===== config.mk =====
export PLATFORM = sky130hd
export DESIGN_NAME = oam_ram
export DESIGN_NICKNAME = d
export VERILOG_FILES = /design/src/rtl/oam_pkg.sv /design/src/rtl/oam_bank.sv /design/src/rtl/oam_ram.sv
export SDC_FILE = /design/constraint.sdc
export NUM_CORES = 1
export LEC_CHECK = 0
export ABC_AREA = 1
export CORE_UTILIZATION = 68
export DETAILED_ROUTE_END_ITERATION = 8
export GPL_ROUTABILITY_DRIVEN = 0
export PLACE_DENSITY_LB_ADDON = 0.25
export SYNTH_ARGS = -nofsm -noshare
export SYNTH_HDL_FRONTEND = slang
export SYNTH_HIERARCHICAL = 1
export SYNTH_SLANG_ARGS = --single-unit

===== constraint.sdc =====
create_clock -name clk -period 5.3 [get_ports clk]
set_input_delay 0.795 -clock clk [delete_from_list [all_inputs] [get_ports clk]]
set_output_delay 0.795 -clock clk [all_outputs]
set_load 0.02 [all_outputs]

===== src/rtl/oam_pkg.sv =====
// rtl/oam_pkg.sv - shared types and constants for the OAM responder
//
// Purpose: state encoding, word index type and sizing constants used by
// oam_ram and oam_bank.
// Ports: none (package).

package oam_pkg;

  // Byte address limit of the sprite attribute memory; each word holds two bytes.
  localparam logic [7:0] OAM_LIMIT = 8'hA0;
  localparam int         OAM_WORDS = int'(OAM_LIMIT) / 2;
  localparam logic [7:0] OAM_FILL  = 8'hFF;

  typedef logic [6:0] oam_word_t;

  typedef enum logic {
    IDLE   = 1'b0,
    ACCESS = 1'b1
  } oam_state_t;

  function automatic logic oam_in_range(input oam_word_t word, input int words);
    return int'(word) < words;
  endfunction

endpackage


===== src/rtl/oam_bank.sv =====
// rtl/oam_bank.sv - one 8-bit bank of the OAM word array
//
// Purpose: WORDS x 8 storage with a synchronous write port and a registered
// read port. Out-of-range reads return FILL; out-of-range writes are dropped.
// Ports:
//   clk, reset      system clock, synchronous active-high reset (read register only)
//   rd_en_i         load q_o from the array this cycle
//   rd_word_i       read word index
//   rd_data_o       unregistered read source (array or FILL)
//   q_o             registered read data
//   wr_en_i         write strobe
//   wr_word_i       write word index
//   wr_data_i       write data (true polarity)

module oam_bank
  import oam_pkg::*;
#(
  parameter int         WORDS = OAM_WORDS,
  parameter logic [7:0] FILL  = OAM_FILL
) (
  input  logic      clk,
  input  logic      reset,
  input  logic      rd_en_i,
  input  oam_word_t rd_word_i,
  output logic [7:0] rd_data_o,
  output logic [7:0] q_o,
  input  logic      wr_en_i,
  input  oam_word_t wr_word_i,
  input  logic [7:0] wr_data_i
);

  logic [7:0] mem_q [WORDS];
  logic [7:0] q_q, q_d;

  always_comb begin
    rd_data_o = FILL;
    if (oam_in_range(rd_word_i, WORDS)) begin
      rd_data_o = mem_q[rd_word_i];
    end
  end

  // The array has no reset: contents survive a reset of the responder.
  always_ff @(posedge clk) begin
    if (wr_en_i && oam_in_range(wr_word_i, WORDS)) begin
      mem_q[wr_word_i] <= wr_data_i;
    end
  end

  always_comb begin
    q_d = q_q;
    if (rd_en_i) begin
      q_d = rd_data_o;
    end
  end

  always_ff @(posedge clk) begin
    if (reset) begin
      q_q <= FILL;
    end else begin
      q_q <= q_d;
    end
  end

  assign q_o = q_q;

endmodule


===== src/rtl/oam_ram.sv =====
// rtl/oam_ram.sv - behavioural OAM responder (two 8-bit banks)
//
// Purpose: samples the active-low OAM access strobe, latches the address on
// its fall, serves word reads and CPU byte reads, and commits inverted write
// data on its rise.
// Ports:
//   clk, reset                    system clock, synchronous active-high reset
//   oam_a                         byte address ([7:1] word, [0] CPU bank select)
//   oam_a_nd, oam_b_nd            inverted write data for banks A/B
//   oam_clk                       access strobe, active low
//   oam_a_ncs, oam_b_ncs          per-bank write select, active low
//   oam_a_cpu_nrd, oam_b_cpu_nrd  per-bank CPU read enable, active low
//   oam_a_q, oam_b_q              word read data to the PPU latches
//   d_out, d_oe                   CPU read byte and its drive enable
//   busy                          access in progress

module oam_ram
  import oam_pkg::*;
#(
  parameter int         WORDS = OAM_WORDS,
  parameter logic [7:0] FILL  = OAM_FILL
) (
  input  logic       clk,
  input  logic       reset,
  input  logic [7:0] oam_a,
  input  logic [7:0] oam_a_nd,
  input  logic [7:0] oam_b_nd,
  input  logic       oam_clk,
  input  logic       oam_a_ncs,
  input  logic       oam_b_ncs,
  input  logic       oam_a_cpu_nrd,
  input  logic       oam_b_cpu_nrd,
  output logic [7:0] oam_a_q,
  output logic [7:0] oam_b_q,
  output logic [7:0] d_out,
  output logic       d_oe,
  output logic       busy
);

  oam_state_t state_q, state_d;
  oam_word_t  word_q, word_d;
  logic       bsel_q, bsel_d;
  logic [7:0] d_out_q, d_out_d;
  logic       d_oe_q, d_oe_d;
  logic       oam_clk_q;
  logic       armed_q;

  logic       fall, rise;
  logic       a_we, b_we;
  logic [7:0] a_rd, b_rd;
  logic       nrd_at_fall, nrd_latched;

  // armed_q blocks a fall until the strobe has been seen high after reset,
  // so a strobe held low across reset release does not start an access.
  assign fall = armed_q & oam_clk_q & ~oam_clk & (state_q == IDLE);
  assign rise = ~oam_clk_q & oam_clk & (state_q == ACCESS);

  assign nrd_at_fall = oam_a[0] ? oam_b_cpu_nrd : oam_a_cpu_nrd;
  assign nrd_latched = bsel_q   ? oam_b_cpu_nrd : oam_a_cpu_nrd;

  // Writes use the word latched at the fall; reset wins over a coincident rise.
  assign a_we = rise & ~oam_a_ncs & ~reset;
  assign b_we = rise & ~oam_b_ncs & ~reset;

  oam_bank #(.WORDS(WORDS), .FILL(FILL)) u_bank_a (
    .clk       (clk),
    .reset     (reset),
    .rd_en_i   (fall),
    .rd_word_i (oam_a[7:1]),
    .rd_data_o (a_rd),
    .q_o       (oam_a_q),
    .wr_en_i   (a_we),
    .wr_word_i (word_q),
    .wr_data_i (~oam_a_nd)
  );

  oam_bank #(.WORDS(WORDS), .FILL(FILL)) u_bank_b (
    .clk       (clk),
    .reset     (reset),
    .rd_en_i   (fall),
    .rd_word_i (oam_a[7:1]),
    .rd_data_o (b_rd),
    .q_o       (oam_b_q),
    .wr_en_i   (b_we),
    .wr_word_i (word_q),
    .wr_data_i (~oam_b_nd)
  );

  always_comb begin
    state_d = state_q;
    word_d  = word_q;
    bsel_d  = bsel_q;
    d_out_d = d_out_q;
    d_oe_d  = d_oe_q;
    case (state_q)
      IDLE: begin
        if (fall) begin
          state_d = ACCESS;
          word_d  = oam_a[7:1];
          bsel_d  = oam_a[0];
          d_oe_d  = ~nrd_at_fall;
          if (!nrd_at_fall) begin
            d_out_d = oam_a[0] ? b_rd : a_rd;
          end
        end
      end
      ACCESS: begin
        if (rise) begin
          state_d = IDLE;
          d_oe_d  = 1'b0;
        end else begin
          // d_out is held; only the drive enable follows the read strobe.
          d_oe_d = ~nrd_latched;
        end
      end
      default: begin
        state_d = IDLE;
        d_oe_d  = 1'b0;
      end
    endcase
  end

  always_ff @(posedge clk) begin
    if (reset) begin
      state_q   <= IDLE;
      word_q    <= '0;
      bsel_q    <= 1'b0;
      d_out_q   <= FILL;
      d_oe_q    <= 1'b0;
      oam_clk_q <= 1'b1;
      armed_q   <= 1'b0;
    end else begin
      state_q   <= state_d;
      word_q    <= word_d;
      bsel_q    <= bsel_d;
      d_out_q   <= d_out_d;
      d_oe_q    <= d_oe_d;
      oam_clk_q <= oam_clk;
      armed_q   <= armed_q | oam_clk;
    end
  end

  assign d_out = d_out_q;
  assign d_oe  = d_oe_q;
  assign busy  = (state_q == ACCESS);

endmodule


==> After elaboration in Yosys (flattened, before gate mapping) <==
Memories as Yosys holds them, arrays and structs flattened.
Cells that the tools add are included.
{ "op_classes": {"bitwise": 20, "n_reduce_logical": 4, "n_mux": 15, "eq_ne": 1, "magnitude_cmp": 2} }
{ "op_table": {"columns": ["op", "n"], "rows": [
  ["8-bit 2-to-1 mux", 3],
  ["8-bit inverter", 2],
  ["7-bit < comparator, second input constant", 2],
  ["1-bit 2-to-1 mux", 10],
  ["1-bit bitwise AND", 9],
  ["1-bit inverter", 8],
  ["1-bit case mux with 2 select lines", 2],
  ["3-bit AND reduction", 1],
  ["1-bit logical AND", 2],
  ["2-bit inequality test, second input constant", 1],
  ["2-bit AND reduction", 1],
  ["1-bit bitwise OR", 1]
]} }
{ "word_totals": {"n_memories": 2, "mem_bits_rw": 1280, "reg_bits": 36, "input_bits": 31} }
{ "memory_table": {"columns": ["memory", "words", "width", "rd", "rd_ports_with_merged_regs", "write_ports", "line_no", "source"], "rows": [
  ["u_bank_a.mem_q", 80, 8, 1, 0, 1, "oam_bank.sv:32", "logic [7:0] mem_q [WORDS];"],
  ["u_bank_b.mem_q", 80, 8, 1, 0, 1, "oam_bank.sv:32", null]
]} }

==> Depth between registers and ports, before layout <==
Gate-level depths: netlist of run 1.
{ "logic_depth": {"word_depth": 8, "ltp_mapped": 19, "depth_no_buf": 16} }

==> Hierarchy <==
The synthesis of run 1 kept the hierarchy.
{ "by_module_without_submodules": {"columns": ["module", "seq_area_each_um2", "cells_per_inst", "instances", "area_each_um2"], "rows": [
  ["oam_bank", 19378.6, 2412, 2, 27012.2],
  ["oam_ram", 400.4, 145, 1, 977.2]
]} }

==> Worst setup path before layout of run 1 <==
Ideal clock, no wire load.
{ "synth_timing": {"path_kind": "input port to flip-flop", "startpoint": "input port oam_clk", "endpoint": "memory u_bank_a.mem_q[0][0] (enable)", "path_buffers": 1, "path_stages": 6, "setup_slack_ps": 2781, "arrival_time_ps": 2148, "t_required_ps": 4929, "path_cell_list": "nand3_1 -> nor3_1 -> a21boi_0 -> clkbuf_1 -> nand4_1 -> nor2_1"} }
{ "synth_between": {"elab_chain_cells": 7} }
{ "synth_lines": {"columns": ["item", "line_no", "source"], "rows": [
  ["from (decl)", "oam_ram.sv:28", "input logic oam_clk,"],
  ["1-bit bitwise AND (2 in series)", "oam_ram.sv:56", "assign rise = ~oam_clk_q & oam_clk & (state_q == ACCESS);"],
  ["1-bit bitwise AND (2 in series)", "oam_ram.sv:62", "assign a_we = rise & ~oam_a_ncs & ~reset;"],
  ["via a_we", "oam_ram.sv:49", "logic a_we, b_we;"],
  ["1-bit logical AND", "oam_bank.sv:44", "if (wr_en_i && oam_in_range(wr_word_i, WORDS)) begin"],
  ["1-bit 2-to-1 mux", "oam_bank.sv:44", null],
  ["1-bit 2-to-1 mux (not written as such)", "oam_bank.sv:45", "mem_q[wr_word_i] <= wr_data_i;"],
  ["to (decl)", "oam_bank.sv:32", null]
]} }
The timed path passes the listed nets, and every way through them passes these cells.

==> Worst setup path after layout of run 1 <==
{ "layout_timing": {"startpoint": "input port oam_a[5]", "endpoint": "register d_out_q[5] (netlist: d_out[5])"} }
{ "layout_between": {"elab_chain_cells": 3, "elab_cells_between_ends": 6, "cone_classes": "order compare: 1; mux: 3; memory: 2"} }
{ "layout_lines": {"columns": ["item", "line_no", "source"], "rows": [
  ["from (decl)", "oam_ram.sv:25", "input logic [7:0] oam_a,"],
  ["memory read 80 x 8 bit / 7-bit < comparator (equally long branches)", null, null],
  ["8-bit 2-to-1 mux *", "oam_bank.sv:37", "if (oam_in_range(rd_word_i, WORDS)) begin"],
  ["via a_rd[5]", "oam_ram.sv:50", "logic [7:0] a_rd, b_rd;"],
  ["8-bit 2-to-1 mux *", "oam_ram.sv:103", "d_out_d = oam_a[0] ? b_rd : a_rd;"],
  ["to (signal assigned)", "oam_ram.sv:136", "d_out_q <= d_out_d;"],
  ["to (decl)", "oam_ram.sv:43", "logic [7:0] d_out_q, d_out_d;"]
]} }
Mark *: on every way through the listed nets, which the timed path passes. The rest lies on a longest branch.
A chain may end at the register's enable or synchronous reset.

==> results of run 1 <==
cells in the final DEF (no fill, tap or decap), drive strengths merged, types with 36 or more instances in the layout:
master | netlist | layout
dfxtp | 36 | 36
buf | 192 | 71
inv | 384 | 390
nand2 | 1369 | 1369
nor2 | 471 | 471
o221ai | 36 | 36
o21ai | 152 | 152
nand3 | 841 | 841
clkinv | 4 | 57
edfxtp | 1280 | 1280
clkbuf | 91 | 164
clkdlybuf4s50 | 0 | 52
power breakdown:
group	switching [mW]	internal, mW
clock network	3.86	5.22
logic	0.989	0.326
registers	0.0289	11.4
layer usage:
metal / GRT usage / up-vias
met1: 0.4470 / 18020
met3: 0.06693 / 496
met5: 0 / -
li1: - / 16910
met4: 0.1795 / 2
met2: 0.5540 / 2665
metrics by stage:
stage               total power, mW  instance area, sq um
floorplan                     12.48                 55000
global placement              12.90                 56090
detailed placement            12.93                 56090
CTS                           21.83                 60280
global route                  22.34                 60280
finish                        21.85                 60280
worst max-delay path: stages:
cell and delay (ns):
clkdlybuf4s50_1 1.27, clkinv_1 0.62, nor2_1 0.46, inv_1 0.21, a21oi_1 0.42, nor2_1 0.14
nand2_1 0.20, and2_1 0.17, nand2_1 0.08, nand2_1 0.07, nand3_1 0.07, nand3_1 0.08
path summary, 6_finish.rpt:
path                                              startpoint  slack, ns                         endpoint  cells past startpoint
worst max-delay path                                oam_a[5]       1.33            d_out[5]$_SDFFE_PP1P_                     12
worst min-delay path            u_bank_a/q_o[4]$_SDFFE_PP1P_       0.48     u_bank_a/q_o[4]$_SDFFE_PP1P_                      2
worst max register to register               busy$_SDFF_PP0_       2.21  u_bank_a/mem_q[21][7]$_DFFE_PP_                      6
worst min register to register  u_bank_a/q_o[4]$_SDFFE_PP1P_       0.48     u_bank_a/q_o[4]$_SDFFE_PP1P_                      2
final cells by class:
cell class	instances	area (sq um)
timing repair buffer	123	1197
tap	1050	1314
inverter	388	1481
sequential	1316	39160
multi-input combinational	2982	12930
clock inverter	74	673.1
clock buffer	164	3526
fill	4788	19230
state kept, by name (all words and copies together), names as in the netlist:
name / flops
bsel_q: 1
u_bank_b/mem_q: 640
armed_q: 1
u_bank_a/mem_q: 640
u_bank_b/q_o: 8
d_oe: 1
word_q: 7
oam_clk_q: 1
d_out: 8
busy: 1
u_bank_a/q_o: 8
cells by family (layout without fill, tap and decap cells):
group,after synthesis,in the layout,share of synthesized area
AO/OA/AOI/OAI,267,267,0.02848
buffers and inverters,671,749,0.05289
flip-flops,1316,1316,0.7119
AND/OR/NAND/NOR,2715,2715,0.2067
==> results.cfg, run 1 <==
[yosys]
syn_nets = 5000
ys_types = 30
synthTopCellsByCount = 1365 x nand2_1, 1280 x edfxtp_1, 840 x nand3_1
synth_edf_count = 1280
synthCells = 4969
synthTopCellsByArea = edfxtp_1 70%, nand2_1 9.3%, nand3_1 7.6%
ys_seq_elements = 1316
synth.most_common_cell = nand2_1
synth_top_cell_area_share = 0.6988
syn_area_sq_mm = 0.05500
yosys.area.top_type = edfxtp_1
ys_seq_area_frac = 0.7119
synthArstFlopShare = 0
avgSynthCellArea_sq_um = 11.07
synthFlopType = edfxtp_1
yosysWarnings = 6

[clocking]
clock_sinks = 1316
path_clk_slew_ns = 0.06
htree_levels = 4
numCtsBuffers = 132
cts_resized = 0
clk_path_buf_depth = 3
cts_setup_buffers = 0
root_buffer = clkbuf_16
clkLatencyLatePin_ns = 0.74
cts_hold_buffers = 0
cts_tree = built

[timing]
tightest_slew_ns = 1.214
setup_tns_ns = 0
hold_viol_final = 0
min_period_over_period = 0.7495
fmax_mhz = 251.7
rsz0062_at_grt = no
hold_slack_ns = 0.4771
min_period_ns = 3.973
slew_violations = 0
finalSetupViolCount = 0
skew_ns = 0.02631
finalWorstSetupSlack_ns = 1.327
max_slew_margin = 0.1880

[layout]
num_antenna_cells = 0
drive_above_1_share = 0.05667
instances_no_fill = 6097
nNetsFinal = 4974
fin_util = 0.7581
area_delta_synth_final_pct = 9.604

[detailed_routing]
met2WireLength_um = 67340
wl_per_cell_um = 22.97
top_layer = met5
dr_wl_met3_um = 16420
firstDrtPassIters = 7
wl_met1_um = 48660
vias_per_cell = 6.247
drt_wl_total_um = 140000
drc = 0
antenna_left = 0
drt_iter0_markers = 5766
vias = 38090

[floorplan]
die_height_um = 286.4
boundaryPins = 57
fp.dieW_um = 286.4
placementRows = 103
die_area_sq_mm = 0.08203
core_area_sq_mm = 0.07952
start_util = 0.6917

[placement]
dpl_worst_slack_ns = 0.8512
hpwlAfterDp_um = 79250
io_buffers = 56
place_inst = 5859

[setup_path]
worstPathArrival_ns = 4.63
cp-end-kind = register
cp.required_ns = 5.95
critical_path_class = primary input to register
critPathMaxFanout = 21
cp-start-kind = primary input

[global_route]
grt_pass1_wl_um = 210700
grt_max_degree = 206
antenna_found_initial = 1
first_global_vias = 36310
track_usage = 0.3432
grt_overflow = 0

[pwr]
p_leak_nw = 22.39
power_per_cell_area_mw_per_mm2 = 362.4
max-vdd-ir-drop_uv = 322.3

[hold_path]
min-delay-path-class = register to register

[flow_run]
drv_cap = 0

[outcome]
status = completed
No activity file was read; power rests on OpenSTA's default activity.
==> run 2, diff against run 1 <==
Settings changed: CORE_UTILIZATION 68 to 57.
Clock period 5.3 ns to 3.5 ns, I/O delays scaled along.
==> run 2 against run 1 <==
Highest routed layer is now met4. Global-route usage shrank 5.2 points. Largest power group unchanged. Setup slack worse by 0.48 ns. Largest cell class unchanged. Sequential power increased by 52%. Final cell count up 6.7%. Hold slack better by 0.0011 ns. Clock power is 50% higher. Die area rose by 19%. Count of clock-buffer cells in the layout is 11 higher. Wire length up 1.3%. Clock skew is 0.0050 ns higher. Total power up 51%. Critical path depth decreased by 3.
==> results.cfg, run 2 (synthesis results as in run 1) <==
[outcome]
status = completed

[layout]
final_common_cell = nand2_1
area_delta_synth_final_pct = 13.44
final_cell_mix = 1365 x nand2_1, 1280 x edfxtp_1, 840 x nand3_1, 469 x nor2_1, 360 x inv_1
num-fill-cells = 7124
num_antenna_cells = 0
nNetsFinal = 5181
finalInstanceArea_sq_mm = 0.06239
largestRegisters = u_bank_a/mem_q (640), u_bank_b/mem_q (640)
drive_above_1_share = 0.09214

[timing]
rsz0062_at_grt = no
hold_viol_final = 0
slew_violations = 0
setup_tns_ns = 0
finalSetupViolCount = 0
fmax_mhz = 376.8
hold_slack_ns = 0.4782
tightest_slew_ns = 0.7933
max_slew_margin = 0.4711
min_period_ns = 2.654
min_period_over_period = 0.7584
skew_ns = 0.03132

[setup_path]
cp-end-kind = register
cp-start-kind = primary input
worstReg2RegEnd = u_bank_b/mem_q[30][4]$_DFFE_PP_
critPathMaxFanout = 8
r2r_start = busy$_SDFF_PP0_
r2r_setup_slack_ns = 0.89
critical_path_class = primary input to register
cp.required_ns = 3.96
ff2ff_path_depth = 8
worstPathArrival_ns = 3.11

[clocking]
clk_path_buf_depth = 3
path_clk_slew_ns = 0.06
cts_tree = built
numCtsBuffers = 135
cts_setup_buffers = 0
root_buffer = clkbuf_16
htree_levels = 4
clock_sinks = 1316
cts_hold_buffers = 0
clkLatencyLatePin_ns = 0.76
cts_resized = 0

[detailed_routing]
vias_per_cell = 5.793
antenna_left = 0
drt_iter0_markers = 5019
drc = 0
vias = 37690
drt_wl_total_um = 141900
wl_per_cell_um = 21.81
firstDrtPassIters = 6

[pwr]
max-vdd-ir-drop_uv = 595.1
p_leak_nw = 23.58
power_per_cell_area_mw_per_mm2 = 529.4

[floorplan]
fp.dieW_um = 312.6
boundaryPins = 57
start_util = 0.5772
placementRows = 113
die_height_um = 312.6
core_area_sq_mm = 0.09529
die_area_sq_mm = 0.09774

[global_route]
first_global_vias = 36270
grt_max_degree = 135
grt_overflow = 0
track_usage = 0.2914
antenna_found_initial = 2
grt_pass1_wl_um = 215400

[hold_path]
hold_start = u_bank_b/q_o[0]$_SDFFE_PP1P_
min_to = u_bank_b/q_o[0]$_SDFFE_PP1P_
hold_depth = 2
min-delay-path-class = register to register

[placement]
hpwlAfterDp_um = 84370
place_area_sq_mm = 0.05827
io_buffers = 56

[flow_run]
drv_cap = 0
[run 2: cell type report]
class	instances	area, sq um	area share
multi-input cells	2982	12930	0.2073
repair buffers	327	3117	0.04995
inverters	388	1481	0.02374
clock inverters	54	466.7	0.007480
flip-flops and latches	1316	39160	0.6276
well taps	1265	1583	0.02537
clock buffers	175	3654	0.05856
[run 2: how the worst max path moves through the flow]
stage	from	to	slack, ns
6_report	oam_clk	u_bank_b/mem_q[30][4]$_DFFE_PP_	0.85
5_1_grt	oam_clk	u_bank_b/mem_q[30][1]$_DFFE_PP_	0.80
4_1_cts	oam_clk	u_bank_b/mem_q[30][1]$_DFFE_PP_	0.99
3_5_place_dp	oam_clk	u_bank_b/mem_q[30][1]$_DFFE_PP_	0.23
3_3_place_gp	oam_clk	u_bank_b/mem_q[30][4]$_DFFE_PP_	0.25
2_1_floorplan	oam_clk	u_bank_a/mem_q[0][0]$_DFFE_PP_	1.25
[run 2: power by group]
part	internal (mW)	total, mW	switching, mW
Combinational	0.570	2.10	1.53
Sequential	17.3	17.3	0.0377
Clock	7.78	13.6	5.81
Total	25.6	33.0	7.38
[run 2: routing by layer]
layer | wire (um) | GRT usage | vias to the layer above
met2 | 68090 | 0.4690 | 1949
met4 | 6005 | 0.1307 | 0
met5 | 0 | 0 | -
met3 | 12540 | 0.04592 | 361
met1 | 55260 | 0.3954 | 18050
li1 | - | - | 17330
[run 2: per-stage QoR]
step	instances	total power, mW	worst slack, ns	util
global placement	6278	19.70	0.2464	0.6115
floorplan	4969	18.90	1.251	-
global route	6507	33.88	0.7977	0.6547
finish	6507	33.03	0.8458	0.6547
detailed placement	6278	19.73	0.2328	0.6115
CTS	6507	33.11	0.9895	0.6547
[run 2: worst max-delay path, stage by stage]
cell and delay [ns]:
clkdlybuf4s50_1 0.66, nand3_1 0.25, nor3_1 0.43, a21boi_0 0.24
buf_4 0.18, nand4_1 0.12, buf_4 0.21, nor2_1 0.27
buf_4 0.21
